==> config.mk <==
export PLATFORM = sky130hd
export DESIGN_NAME = serial_neg_rx
export DESIGN_NICKNAME = d
export VERILOG_FILES = /design/src/rtl/serial_neg_rx.sv
export SDC_FILE = /design/constraint.sdc
export NUM_CORES = 1
export LEC_CHECK = 0
export ABC_AREA = 0
export CORE_MARGIN = 10
export CORE_UTILIZATION = 45
export DETAILED_ROUTE_END_ITERATION = 10
export PLACE_DENSITY = 0.7
export SYNTH_ARGS = -nofsm -noshare
export SYNTH_HDL_FRONTEND = slang
export SYNTH_SLANG_ARGS = --single-unit
==> constraint.sdc <==
create_clock -name clk -period 1.95 [get_ports clk]
set_clock_uncertainty 0.1 [all_clocks]
set_input_delay 0.195 -clock clk [delete_from_list [all_inputs] [get_ports clk]]
set_output_delay 0.195 -clock clk [all_outputs]
set_load 0.01 [all_outputs]
==> src/rtl/serial_neg_rx.sv <==
//------------------------------------------------------------------------------
// serial_neg_rx: decodes an LSB-first two's-complement-negated serial stream
// into parallel words with a one-deep ready/valid output stage.
// Revision: 1.0
//------------------------------------------------------------------------------
`default_nettype none

module serial_neg_rx #(
  parameter int WIDTH = 8
) (
  input  logic             clk,
  input  logic             rst_n,
  input  logic             x,
  input  logic             x_valid,
  input  logic             start,
  output logic [WIDTH-1:0] dout,
  output logic             out_valid,
  input  logic             out_ready,
  output logic             ovf,
  output logic             overrun,
  output logic             frame_err
);

  localparam int CW = $clog2(WIDTH);
  localparam logic [WIDTH-1:0] MOST_NEG = {1'b1, {(WIDTH-1){1'b0}}};

  typedef enum logic [1:0] {
    IDLE   = 2'd0,
    COPY   = 2'd1,
    INVERT = 2'd2
  } state_t;

  state_t           state;
  logic [CW-1:0]    cnt;
  logic [WIDTH-1:0] sreg;

  logic             w_take;
  logic             w_bit;
  logic [CW-1:0]    w_idx;
  logic             w_last;
  logic             w_done;
  logic [WIDTH-1:0] w_sreg_nxt;
  state_t           w_state_nxt;

  // A qualified start always restarts at bit 0 under the COPY rule.
  always_comb begin
    w_take      = x_valid && (start || (state != IDLE));
    w_bit       = (state == INVERT && !start) ? ~x : x;
    w_idx       = start ? '0 : cnt;
    w_last      = (w_idx == CW'(WIDTH - 1));
    w_done      = w_take && w_last;
    w_sreg_nxt  = start ? '0 : sreg;
    w_sreg_nxt[w_idx] = w_bit;
    if (w_last)
      w_state_nxt = IDLE;
    else if (start || state != INVERT)
      w_state_nxt = x ? INVERT : COPY;
    else
      w_state_nxt = INVERT;
  end

  always_ff @(posedge clk or posedge rst_n) begin
    if (rst_n) begin
      state     <= IDLE;
      cnt       <= '0;
      sreg      <= '0;
      dout      <= '0;
      out_valid <= 1'b0;
      ovf       <= 1'b0;
      overrun   <= 1'b0;
      frame_err <= 1'b0;
    end else begin
      overrun   <= 1'b0;
      frame_err <= 1'b0;
      if (w_take) begin
        frame_err <= start && (state != IDLE);
        sreg      <= w_sreg_nxt;
        state     <= w_state_nxt;
        cnt       <= w_last ? '0 : w_idx + 1'b1;
      end
      // Output slot holds one word; a completion into a stalled slot is dropped.
      if (w_done && (!out_valid || out_ready)) begin
        dout      <= w_sreg_nxt;
        ovf       <= (w_sreg_nxt == MOST_NEG);
        out_valid <= 1'b1;
      end else if (w_done) begin
        overrun   <= 1'b1;
      end else if (out_ready) begin
        out_valid <= 1'b0;
      end
    end
  end

endmodule

`default_nettype wire

; ---- Yosys cells after proc, flatten, opt, wreduce, memory -nomap -nowiden
; Cells that the tools add are included.
[op_classes]
n_addsub = 1
mul = 0
div = 0
n_lt_le_gt_ge = 2
eq_ne = 5
shift = 0
muxes = 16
n_bitwise = 1
n_reduce_logical = 14
[ops]
columns = operator, count
row1 = 8-bit bitwise mux, 1
row2 = 8-bit equality test (second input constant), 1
row3 = 1-bit 2-to-1 mux, 8
row4 = 8-bit 2-to-1 mux, 1
row5 = 1-bit logical AND, 6
row6 = 2-bit 2-to-1 mux, 3
row7 = 3-bit 2-to-1 mux, 2
row8 = 3-bit by 4-bit < comparator with 1-bit output (second input constant), 1
row9 = 2-bit nonzero test, 2
row10 = 3-bit by 1-bit adder with 3-bit output (second input constant), 1
row11 = 1-bit demux with 3-bit select, 1
row12 = 3-bit equality test (second input constant), 1
row13 = 3-bit by 1-bit greater-or-equal comparator with 1-bit output (second input constant), 1
row14 = 1-bit logical OR, 3
row15 = 2-bit equality test (second input constant), 1
row16 = 1-bit logical NOT, 2
row17 = 2-bit by 1-bit != test with 1-bit output (second input constant), 1
row18 = 2-bit != test (second input constant), 1
row19 = 2-bit AND reduction, 1
row20 = 1-bit inverter, 1
[totals]
regBits = 25
latchBits = 0
mem_bits_rw = 0
romBits = 0
in_bits = 6
out_inout_bits = 12
word_cells = 47
n_memories = 0

; ---- Depth between registers and ports, before layout
; Gate-level depths: netlist of run 1.
[depth]
depth_word = 7
ltp_mapped = 10
ltp_nobuf = 7

; ---- Worst setup path before layout of run 1
; OpenSTA, ideal clock, no wires.
[synth_path]
path_type = input to register
startpoint = input start
endpoint = register ovf
setup_time_ns = 0.092
t_arrival_ns = 1.899
required_time_ns = 1.758
setup_slack_ns = -0.140
path_stages = 10
path_buffers = 3
cell_sequence = clkbuf_1 buf_2 nor2_1 nand2_1 ha_1 buf_2 or3b_1 o32ai_2 nand4_1 o31ai_2
[synth_via]
elab_chain_cells = 7
[synth_lines]
columns = element, line
row1 = start: declaration, 15  ; input logic start,
row2 = 3-bit 2-to-1 mux, 49  ; w_idx = start ? '0 : cnt;
row3 = 3-bit by 4-bit < comparator with 1-bit output (not written as such) or 3-bit by 1-bit greater-or-equal comparator with 1-bit output (tied branches), 53  ; w_sreg_nxt[w_idx] = w_bit;
row4 = 1-bit logical AND (not written as such), 53
row5 = 1-bit 2-to-1 mux (not written as such), 53
row6 = 1-bit demux with 3-bit select, 53
row7 = 8-bit bitwise mux, 53
row8 = 8-bit equality test, 84  ; ovf <= (w_sreg_nxt == MOST_NEG);
row9 = end signal: assignment, 84
row10 = end: declaration, 19  ; output logic ovf,
; Several ways; a longest one is shown, not always the timed one.
; A chain may end at the register's enable or synchronous reset.

; ---- Worst setup path in the final report of run 1
[layout_path]
startpoint = register state[0]
endpoint = register ovf
[layout_via]
elab_chain_cells = 5
[layout_lines]
columns = element, line
row1 = start: declaration, 33  ; state_t state;
row2 = start signal: assignment, 78  ; state <= w_state_nxt;
row3 = 2-bit equality test or 2-bit nonzero test (tied branches), "48, 47"
row4 = 1-bit logical AND or 1-bit logical OR (tied branches), "48, 47"
row5 = 1-bit 2-to-1 mux or 1-bit logical AND (tied branches), "48, 47"
row6 = 8-bit bitwise mux or 1-bit logical AND (tied branches), "53, 51"
row7 = 8-bit equality test or 1-bit logical AND (tied branches), "84, 82"
; Several ways; a longest one is shown, not always the timed one.

==> results.sh, run 1 <==
export IMPL_post_cts_resized=0
export IMPL_fmax_mhz=543.9
export IMPL_h_tree_depth=1
export IMPL_postCtsSetupBuffers=0
export IMPL_numClockSinks=25
export IMPL_die_y_um=74.11
export IMPL_vias=1068
export IMPL_drive_above_1_share_pct=18.79
export IMPL_finalSetupViolCount=0
export IMPL_rows=19
export IMPL_crit_arrival_ps=1980
export IMPL_root_buffer="clkbuf_4"
export IMPL_start_util_pct=47.37
export IMPL_drt_initial_drc_count=38
export IMPL_wire_per_inst_um=14.86
export IMPL_totalWireLength_um=2912
export IMPL_first_global_vias=1107
export IMPL_ios=18
export IMPL_fp_coreArea_um2=2781
export IMPL_critPathMaxFanout=5
export IMPL_syn_inst=136
export IMPL_syn2layout_area_growth_pct=27.83
export IMPL_vias_per_cell=5.449
export IMPL_hold_class="in -> async"
export IMPL_die_area_um2=5492
export IMPL_critical_path_class="reg -> reg"
export IMPL_hold_viol=0
export IMPL_power_density_nw_per_um2=879.9
export IMPL_cts_hold_buf=0
export IMPL_leakagePower_nw=0.7628
export IMPL_numCtsBuffers=3
export IMPL_place_gp_congestion=0.8020
export IMPL_die_x_um=74.11
export IMPL_mostFrequentLayoutCells="nand2_1 (30), dfrtp_1 (25), clkdlybuf4s50_1 (17), buf_4 (15), o31ai_1 (10)"
export IMPL_synth_area_leaders="dfrtp_1 (47%), nand2_1 (8.5%), o31ai_1 (6.3%)"
export IMPL_synth_nets=145
export IMPL_synth_avg_cell_area_um2=9.688
export IMPL_finalCriticalPeriod_ps=1839
export IMPL_cts_buffer_depth=2
export IMPL_cts_tree="built"
export IMPL_grt_overflow=0
export IMPL_grt_max_degree=26
export IMPL_final_common_cell="nand2_1"
export IMPL_yosysSeqAreaShare_pct=47.48
export IMPL_drc=0
export IMPL_insertion_delay_ps=320
export IMPL_cp_required_ps=2090
export IMPL_drtPass1Iterations=4
export IMPL_status="finished clean"
export IMPL_nNetsFinal=175
export IMPL_synth_top_area_share_pct=47.48
export IMPL_synth_seq_cells=25
export IMPL_io_buffers=17
export IMPL_synth_top_area_cell="dfrtp_1"
export IMPL_peakVddDrop_uv=601.1
export IMPL_n_antenna_cell=0
export IMPL_antenna_left=0
export IMPL_clkTransAtPathRegs_ps=140
export IMPL_ys_types=34
export IMPL_critPathCaptureType="flip-flop"
export IMPL_drv_slew=0
export IMPL_worst_slew_pin_slew_ps=339.1
export IMPL_finalSetupTns_ps=0
export IMPL_finalPower_w=0.001482
export IMPL_grt_pass1_wl_um=5002
export IMPL_relSlewSlack_pct=77.39
export IMPL_min_period_over_period_pct=94.29
export IMPL_antenna_found_initial=0
export IMPL_grt_usage_pct=11.41
export IMPL_synth_warnings=0
export IMPL_netlist_area_um2=1318
export IMPL_cap_violations=0
export IMPL_start_kind="flip-flop"
export IMPL_fillerInstances=228
export IMPL_hpwlAfterDp_um=2180
## cells in the mapped netlist
library cell / instances
nor3b_2: 1
o31ai_2: 1
a21boi_0: 1
o21ai_0: 6
nand3b_1: 2
a31oi_1: 1
nor3_1: 2
o31ai_1: 11
nor2_1: 6
ha_1: 3
and2_1: 1
mux2_2: 2
and3_1: 2
clkbuf_1: 1
inv_1: 3
nor2b_1: 6
o21ai_1: 1
nor2b_2: 1
buf_2: 7
nand3_1: 2
nor3b_1: 4
or3b_1: 1
mux2i_1: 6
a21o_1: 1
o31a_1: 1
nor4b_1: 2
nand4_1: 1
nand2_1: 30
nand2b_1: 1
o32ai_2: 1
a311oi_2: 1
or3_1: 1
dfrtp_1: 25
buf_4: 1
## report_power, final
| part | total [W] | switching [W] | internal (W) |
|---|---|---|---|
| Combinational | 0.000543 | 0.000258 | 0.000285 |
| Clock | 0.000233 | 0.000157 | 0.0000769 |
| Sequential | 0.000705 | 0.000108 | 0.000597 |
| Total | 0.00148 | 0.000523 | 0.000959 |
## routing by layer
metal	up-vias	global-route usage [%]	wire (um)
met1	508	13.20	1280
li1	537	-	-
met4	0	4.348	36
met5	-	0	0
met2	19	19.79	1463
met3	4	2.793	132
## sequential cells by signal (all words and copies together) (netlist names)
signal / flops
cnt: 3
dout: 8
frame_err: 1
out_valid: 1
overrun: 1
ovf: 1
sreg: 8
state: 2
## worst max-delay path: stages, from the launching register on
cell,delay [ps]
dfrtp_1,400
nor2_1,100
nand2_1,110
ha_4,250
and2_1,160
a311oi_2,300
nand4_1,160
o31ai_2,180
## area by class of cell
type,instances,area [um2],area share (%)
Multi-Input combinational cell,99,658.1,39.08
Clock buffer,3,22.52,1.337
Sequential cell,25,625.6,37.15
Tap cell,31,38.79,2.303
Clock inverter,1,5.005,0.2972
Timing Repair Buffer,34,322.8,19.17
Inverter,3,11.26,0.6686
## cells by family (layout without fill, tap and decap cells)
kind of cell             count (synthesis)  count (layout)  synth area share, %
flip-flops                              25              25                47.48
AO/OA/AOI/OAI                           25              25                14.53
AND/OR/NAND/NOR                         63              63                24.50
adder cells (fa/ha/maj)                  3               3                2.849
multiplexers                             8               8                6.268
buffers and inverters                   12              41                4.368
## metrics by stage
step | area, um2 | hold WS (ps) | utilization [%] | instances | setup slack [ps]
floorplan | 1334 | 122.3 | - | 136 | -16.31
global placement | 1638 | 357.0 | 58.88 | 192 | -130.3
detailed placement | 1638 | 363.0 | 58.88 | 192 | -235.4
CTS | 1665 | 110.3 | 59.87 | 196 | 18.10
global route | 1684 | 127.8 | 60.55 | 196 | -0.07616
finish | 1684 | 108.0 | 60.55 | 196 | 111.3
## path summary, 6_finish.rpt
| kind | from | depth (start not counted) | slack, ps | to |
|---|---|---|---|---|
| worst max-delay path | state[0] | 7 | 110 | ovf |
| worst min-delay path | rst_n | 3 | 110 | dout[1] |
| worst max register to register | state[0] | 7 | 110 | ovf |
| worst min register to register | sreg[7] | 2 | 380 | sreg[7] |
| max in group asynchronous | rst_n | 3 | 1390 | sreg[7] |
| min in group clk | sreg[7] | 2 | 380 | sreg[7] |
Note: power is estimated with default switching activity, not from simulation.
==> inputs of run 2 (changes only) <==
RECOVER_POWER = 25   (was default)
==> run 2 against run 1 <==
Core utilization shrank 0.13 points. Routed wire length barely moved. Sequential share of layout area rose by 0.083 points. Non-clock buffer count unchanged. Clock-buffer cell count unchanged. Critical path depth stayed put. Final cell count unchanged. Clock power hardly changed. Global-route usage unchanged. Cell area is 0.22% lower. Largest cell class unchanged.
==> results.sh, run 2 (synthesis results as in run 1) <==
export IMPL_rows=19
export IMPL_netSwitchingFraction_pct=35.32
export IMPL_cts_buffer_depth=2
export IMPL_die_x_um=74.11
export IMPL_totalWireLength_um=2911
export IMPL_critical_path_class="reg -> reg"
export IMPL_drc=0
export IMPL_vias=1069
export IMPL_antenna_left=0
export IMPL_status="finished clean"
export IMPL_peakVddDrop_uv=601.0
export IMPL_cp_required_ps=2090
export IMPL_nNetsFinal=175
export IMPL_vias_per_cell=5.454
export IMPL_cap_violations=0
export IMPL_root_buffer="clkbuf_4"
export IMPL_die_y_um=74.11
export IMPL_holdPathStages=2
export IMPL_first_global_vias=1107
export IMPL_hpwlAfterDp_um=2180
export IMPL_numCtsBuffers=3
export IMPL_cp_top_family="simple AND/OR/NAND/NOR gates"
export IMPL_p_clk_share_pct=15.8
export IMPL_h_tree_depth=1
export IMPL_path_depth=7
export IMPL_fillerInstances=230
export IMPL_setup_ws_ps=111.3
export IMPL_critPathCaptureType="flip-flop"
export IMPL_fp_coreArea_um2=2781
export IMPL_preCtsSetupSlack_ps=-235.4
export IMPL_cts_hold_buf=0
export IMPL_wire_per_inst_um=14.85
export IMPL_drtPass1Iterations=4
export IMPL_drive_above_1_share_pct=18.18
export IMPL_comb_power_share_pct=36.6
export IMPL_relSlewSlack_pct=7.729
export IMPL_power_density_nw_per_um2=881.0
export IMPL_worst_slew_pin_slew_ps=1384
export IMPL_finalSetupViolCount=0
export IMPL_dp_cells=192
export IMPL_whs_ps=384.0
export IMPL_antenna_found_initial=0
export IMPL_hold_class="reg -> reg"
export IMPL_drv_slew=0
export IMPL_clkTransAtPathRegs_ps=130
export IMPL_r2r_cells=7
export IMPL_drt_initial_drc_count=39
export IMPL_grt_overflow=0
export IMPL_final_common_cell="nand2_1"
export IMPL_leakagePower_nw=0.7594
export IMPL_n_antenna_cell=0
export IMPL_finalCriticalPeriod_ps=1839
export IMPL_critPathMaxFanout=5
export IMPL_numClockSinks=25
export IMPL_ios=18
export IMPL_cp_num_buf_inv=0
export IMPL_switchingPower_w=0.0005229
export IMPL_io_buffers=17
export IMPL_grt_pass1_wl_um=5002
export IMPL_start_util_pct=47.37
export IMPL_grt_max_degree=26
export IMPL_insertion_delay_ps=320
export IMPL_cts_tree="built"
export IMPL_finalPower_w=0.001480
export IMPL_top_regs="dout x8, sreg x8, cnt x3"
export IMPL_min_period_over_period_pct=94.29
export IMPL_crit_path_top_delay_cell="dfrtp_1"
export IMPL_syn2layout_area_growth_pct=27.54
export IMPL_start_kind="flip-flop"
export IMPL_finalSetupTns_ps=0
export IMPL_hold_viol=0
export IMPL_grt_usage_pct=11.41
export IMPL_path_cells="nor2_1 > nand2_1 > ha_4 > and2_1 > a311oi_2 > nand4_1 > o31ai_2"
export IMPL_crit_arrival_ps=1980
export IMPL_stdcell_count=196
export IMPL_slowest_delay_ps=400
export IMPL_mostFrequentLayoutCells="nand2_1 (30), dfrtp_1 (25), clkdlybuf4s50_1 (16), buf_4 (14), o31ai_1 (10)"
export IMPL_pwr_share_seq_pct=47.7
export IMPL_place_gp_congestion=0.8020
export IMPL_fmax_mhz=543.9
export IMPL_die_area_um2=5492
export IMPL_internal_power_w=0.0009575
[run 2: area by class of cell]
type / instances / area, um2 / area share, %
tap: 31 / 38.79 / 2.308
clock buffer: 3 / 22.52 / 1.340
multi-input combinational: 99 / 658.1 / 39.17
timing repair buffer: 34 / 319.1 / 18.99
sequential: 25 / 625.6 / 37.23
clock inverter: 1 / 5.005 / 0.2978
inverter: 3 / 11.26 / 0.6701
[run 2: repair_timing]
item,CTS,global route
gates resized for setup,0,2
buffers inserted,0,0
endpoints found under the setup margin,0,2
[run 2: per-layer routing]
layer | wire length, um | track usage [%] | vias to the layer above
li1 | - | - | 537
met1 | 1280 | 13.20 | 509
met2 | 1461 | 19.79 | 19
met3 | 132 | 2.793 | 4
met4 | 36 | 4.348 | 0
met5 | 0 | 0 | -
[run 2: power groups by stage]
| stage | clock, W | sequential (W) | combinational, W |
|---|---|---|---|
| final | 0.000233 | 0.000705 | 0.000542 |
| after global routing | 0.000262 | 0.000723 | 0.000603 |
| after CTS | 0.000244 | 0.000703 | 0.000537 |
| after detailed placement | 0 | 0.000713 | 0.000536 |
| after global placement | 0 | 0.000709 | 0.000517 |
| after floorplan | 0 | 0.000670 | 0.000393 |
[run 2: metrics by stage]
stage | util, % | cell area, um2
after detailed placement | 58.88 | 1638
after CTS | 59.87 | 1665
after global routing | 60.41 | 1680
after global placement | 58.88 | 1638
final | 60.41 | 1680
after floorplan | - | 1334
[run 2: worst min-delay path: stages (launching register included)]
cell and delay [ps]:
dfrtp_1 360, nand2_1 50, nand2_1 50
[run 2: path summary, 6_finish.rpt]
path	from	to	slack [ps]
setup / recovery	state[0]	ovf	110
hold / removal	sreg[7]	sreg[7]	380
setup reg to reg	state[0]	ovf	110
hold reg to reg	sreg[7]	sreg[7]	380
max in group asynchronous	rst_n	sreg[7]	290
min in group asynchronous	rst_n	dout[1]	660
